===== config.mk =====
export PLATFORM = sky130hd
export DESIGN_NAME = rgb_pwm_driver
export DESIGN_NICKNAME = d
export VERILOG_FILES = /design/src/rtl/rgb_pwm_driver.sv
export SDC_FILE = /design/constraint.sdc
export NUM_CORES = 1
export LEC_CHECK = 0
export CAP_MARGIN = 5
export CORE_ASPECT_RATIO = 0.9
export CORE_UTILIZATION = 51
export CTS_BUF_LIST = sky130_fd_sc_hd__clkbuf_4 sky130_fd_sc_hd__clkbuf_8 sky130_fd_sc_hd__clkbuf_16
export CTS_CLUSTER_DIAMETER = 40
export DETAILED_ROUTE_END_ITERATION = 16
export PLACE_DENSITY = 0.74
export SLEW_MARGIN = 20
export SYNTH_ARGS = -nofsm -noshare
export SYNTH_HDL_FRONTEND = slang
export SYNTH_SLANG_ARGS = --single-unit

===== constraint.sdc =====
create_clock -name clk -period 1.9 [get_ports clk]
set_input_delay 0.57 -clock clk [delete_from_list [all_inputs] [get_ports clk]]
set_output_delay 0.57 -clock clk [all_outputs]
set_load 0.005 [all_outputs]

===== src/rtl/rgb_pwm_driver.sv =====
// Three-channel active-low PWM LED driver. Duties change only at frame
// boundaries and can either jump to a new colour target or fade toward it.
module rgb_pwm_driver #(
    parameter int PERIOD    = 255,
    parameter int FADE_STEP = 0
) (
    input  logic       clk,
    input  logic       rst,
    input  logic       in_valid,
    output logic       in_ready,
    input  logic [7:0] in_r,
    input  logic [7:0] in_g,
    input  logic [7:0] in_b,
    output logic       RGB_R,
    output logic       RGB_G,
    output logic       RGB_B,
    output logic       frame_start
);
    localparam int CW = (PERIOD > 1) ? $clog2(PERIOD) : 1;

    typedef logic [8:0] val_t;

    localparam val_t          PMAX     = val_t'(PERIOD);
    localparam val_t          STEP     = val_t'(FADE_STEP);
    localparam logic [CW-1:0] CNT_LAST = CW'(PERIOD - 1);

    logic [CW-1:0] cnt;
    logic          run;
    logic          pending;
    logic          wrap;
    logic          boundary;
    logic          accept;
    logic          settled;
    val_t          cnt_w;
    val_t          duty_r, duty_g, duty_b;
    val_t          tgt_r, tgt_g, tgt_b;
    val_t          nxt_r, nxt_g, nxt_b;

    function automatic val_t sat(input logic [7:0] v);
        val_t w;
        w = {1'b0, v};
        return (w > PMAX) ? PMAX : w;
    endfunction

    // Moves d toward t by at most STEP; the distance test keeps it from overshooting.
    function automatic val_t slew(input val_t d, input val_t t);
        val_t r;
        r = t;
        if (STEP != 0) begin
            if ((t > d) && ((t - d) > STEP))
                r = d + STEP;
            else if ((d > t) && ((d - t) > STEP))
                r = d - STEP;
        end
        return r;
    endfunction

    assign in_ready = ~pending & ~rst;
    assign accept   = in_valid & in_ready;
    // run is low only in the single cycle after reset, which parks cnt at 0 and starts frame one.
    assign wrap     = ~run | (cnt == CNT_LAST);
    assign boundary = run & (cnt == CNT_LAST) & pending;
    assign cnt_w    = val_t'(cnt);

    assign nxt_r   = slew(duty_r, tgt_r);
    assign nxt_g   = slew(duty_g, tgt_g);
    assign nxt_b   = slew(duty_b, tgt_b);
    assign settled = (nxt_r == tgt_r) && (nxt_g == tgt_g) && (nxt_b == tgt_b);

    always_ff @(posedge clk) begin
        if (rst) begin
            cnt         <= '0;
            run         <= 1'b0;
            pending     <= 1'b0;
            duty_r      <= '0;
            duty_g      <= '0;
            duty_b      <= '0;
            tgt_r       <= '0;
            tgt_g       <= '0;
            tgt_b       <= '0;
            RGB_R       <= 1'b1;
            RGB_G       <= 1'b1;
            RGB_B       <= 1'b1;
            frame_start <= 1'b0;
        end else begin
            run         <= 1'b1;
            cnt         <= wrap ? '0 : cnt + CW'(1);
            frame_start <= wrap;
            RGB_R       <= ~(cnt_w < duty_r);
            RGB_G       <= ~(cnt_w < duty_g);
            RGB_B       <= ~(cnt_w < duty_b);
            // boundary needs pending=1 and accept needs pending=0, so they never collide.
            if (boundary) begin
                duty_r  <= nxt_r;
                duty_g  <= nxt_g;
                duty_b  <= nxt_b;
                pending <= ~settled;
            end else if (accept) begin
                tgt_r   <= sat(in_r);
                tgt_g   <= sat(in_g);
                tgt_b   <= sat(in_b);
                pending <= 1'b1;
            end
        end
    end
endmodule


==> impl_metrics.csv <==
group,metric,value,unit
run_status,status,"finished clean",
clock_network,path_clk_slew,0.07,ns
clock_network,cts_tree,"yes",
setup_path,r2r_cells,4,
clock_network,h-tree-depth,3,
global_route,gr-total-overflow,0,
clock_network,cts_sinks,62,
synthesis,yosysSeqAreaShare,44.1,%
route,antenna_left,0,
setup_path,r2r-start,"cnt[6]",
power,p_comb_share,7.3,%
route,routed_wl,5830,µm
min_path,hold_depth,2,
layout,nNetsFinal,411,
placed_design,pre_cts_slack,-0.246,ns
floorplanning,ios,32,
setup_path,slowest_delay,0.42,ns
min_path,min-delay-start,"duty_r[2]",
floorplanning,die-width,80.3,µm
synthesis,yosysWarnings,0,
global_route,antenna_found_initial,0,
timing,worst_clock_skew,0.00890,ns
layout,final_cell_mix,"62 x dfxtp_1, 31 x buf_4, 30 x o21ai_0, 30 x clkdlybuf4s50_1, 26 x nand2_1",
layout,antenna_cells,0,
timing,maxSlewViolCount,0,
layout,syn2layout_area_growth,27.0,%
placed_design,io_buffer_count,31,
setup_path,r2r_setup_slack,0.21,ns
timing,fin_tns_setup,0,ns
clock_network,ctsResizeCount,2,
power,p_int,2090,µW
synthesis,synthMuxAreaShare,0,%
route,drtPass1Iterations,4,
route,viasPerCell,5.43,
timing,setup_viol,0,
min_path,hold_path_end,"duty_r[2]",
placed_design,placed_cells,417,
timing,relSlewSlack,77.2,%
setup_path,end_kind,"primary output",
placed_design,gp_congestion,0.747,
setup_path,critPathArrivalTime,1.29,ns
placed_design,placed_area,3370,µm²
synthesis,synth-xor-area-share,0.934,%
setup_path,worstSetupStartpointType,"input port",
timing,fin_ws,0.0366,ns
clock_network,clock_path_buffers,2,
route,drc,0,
route,avgRoutedWirePerCell,13.5,µm
synthesis,syn_area,2810,µm²
clock_network,clock_latency,0.34,ns
route,num_vias,2351,
synthesis,postSynthAreaPerCell,9.16,µm²
timing,layout_min_cycle_time,1.86,ns
synthesis,syn_nets,357,
power,power_frac_seq,50.2,%
setup_path,cp_data_required_time,1.33,ns
synthesis,synthAdderAreaFrac,10.2,%
placed_design,dp_hpwl,4190,µm
power,ir_drop,0.570,mV
layout,final_common_cell,"dfxtp_1",
route,drtIter0Drc,138,
clock_network,hold_buffers,0,
timing,min_period_over_period,98.1,%
setup_path,critPathTopFamily,"buffers and inverters",
synthesis,synth_compound_area_share,17.9,%
setup_path,critical_path_buf_inv_count,2,
power,power_density,755,nW/µm²
synthesis,synth_seq_cells,62,
min_path,hp-class,"reg -> reg",
layout,drive_above_1_share,14.5,%
synthesis,syn_inst,307,
clock_network,cts_buffers,9,
timing,finalHoldViolCount,0,
timing,worst_pin_slew,0.341,ns
power,netSwitchingPower,608,µW
run,maxCapViolCount,0,
clock_network,cts_root_buffer,"clkbuf_8",
synthesis,synth_simple_gate_area_share,20.4,%
timing,grt_setup_unrepaired,"false",
power,p_sw_share,22.5,%
power,p_leak,0.00135,µW
timing,clock.fmax,537,MHz
global_route,grt_pass1_vias,2170,
layout,layoutNonFillerInstCount,433,
power,power,2700,µW
global_route,grt_first_pass_wirelength,10200,µm
layout,fill_cells,425,
floorplanning,num_rows,25,
setup_path,regToRegEndpoint,"duty_g[1]",
power,clkPwrFrac,42.5,%
layout,design_area,3570,µm²
synthesis,synth_cell_types,32,
floorplanning,start_util,53.2,%
floorplanning,core-area,5290,µm²
setup_path,slowest_stage,"clkdlybuf4s50_1",
floorplanning,dieHeight,72.5,µm
clock_network,cts_setup_buffers,0,
synthesis,synth_top_family_by_area,"simple AND/OR/NAND/NOR gates",
setup_path,worstSetupPathType,"in -> out",
global_route,grtUsageTotal,23.2,%
setup_path,crit_fanout,2,
setup_path,crit_chain,"clkdlybuf4s50_1 > nor2_1 > clkdlybuf4s15_1",
floorplanning,dieArea,5820,µm²
global_route,grt_max_degree,49,
==> worst max path at each step <==
| stage | to | from | cells past startpoint | slack, ns |
|---|---|---|---|---|
| after floorplan | in_ready | rst | 4 | 0.08 |
| after global placement | in_ready | rst | 3 | -0.25 |
| after detailed placement | in_ready | rst | 3 | -0.25 |
| after CTS | in_ready | rst | 3 | 0.04 |
| after global routing | in_ready | rst | 3 | 0.002 |
| final | in_ready | rst | 3 | 0.04 |
==> sequential cells by signal (all words and copies together) (netlist names) <==
name	cells
nxt_g	8
RGB_B	1
RGB_G	1
run	1
frame_start	1
nxt_b	8
duty_g	8
duty_r	8
nxt_r	8
RGB_R	1
duty_b	8
pending	1
cnt	8
==> worst register-to-register path: stages (launching register included) <==
cell,delay [ns]
dfxtp_1,0.48
nand3_2,0.27
buf_4,0.25
or4_1,0.53
o31ai_1,0.08
==> power by group through the flow <==
stage	clock, µW	combinational (µW)	sequential, µW
2_1_floorplan	0	86.1	1380
3_3_place_gp	0	194	1380
3_5_place_dp	0	197	1380
4_1_cts	1170	198	1350
5_1_grt	1230	220	1360
6_report	1150	197	1350
==> logic make-up after synthesis <==
family | Yosys count
and+or+nand+nor | 98
AOI/OAI and AO/OA | 77
DFF | 62
buffers and inverters | 44
adders and majority gates | 23
xor gates and xnor gates | 3
==> final cells by class <==
type                       instances  area, µm²  area share [%]
tap                               67       83.8            2.35
clock inverter                     6       61.3            1.72
clock buffer                      10        138            3.85
timing repair buffer              63        563            15.8
multi-input combinational        201       1400            39.1
sequential                        62       1240            34.7
inverter                          24       90.1            2.52
==> metrics by stage <==
stage	hold slack (ns)	utilization [%]
5_1_grt	0.501	67.6
3_3_place_gp	0.457	63.8
3_5_place_dp	0.467	63.8
6_report	0.476	67.6
2_1_floorplan	0.441	-
4_1_cts	0.478	67.6
==> layer usage <==
metal / GRT usage, % / wire, µm
met5: 0 / 0
met2: 34.1 / 2610
met3: 6.16 / 282
met4: 9.33 / 64
met1: 32.3 / 2870
==> Yosys cell counts (all sizes together) <==
master | instances | share of area [%]
dfxtp | 62 | 44
o21ai | 30 | 5.3
nand2 | 26 | 3.5
inv | 24 | 3.2
nand2b | 24 | 5.3
ha | 23 | 10
o31ai | 21 | 5.6
or4 | 21 | 5.6
clkbuf | 11 | 1.5
buf | 9 | 1.8
nor2 | 8 | 1.1
a211oi | 6 | 1.6
nand3 | 4 | 0.89
nor3b | 4 | 1.1
o211ai | 4 | 1.1
o21a | 4 | 1.1
or3 | 4 | 1.1
a21o | 3 | 0.80
a21oi | 3 | 0.53
a31o | 3 | 0.93
nor4 | 3 | 0.67
o2111ai | 3 | 0.93
nand4 | 2 | 0.67
nor3 | 2 | 0.53
xor2 | 2 | 0.62
xnor2 | 1 | 0.31
Note: power is estimated with default switching activity, not from simulation.
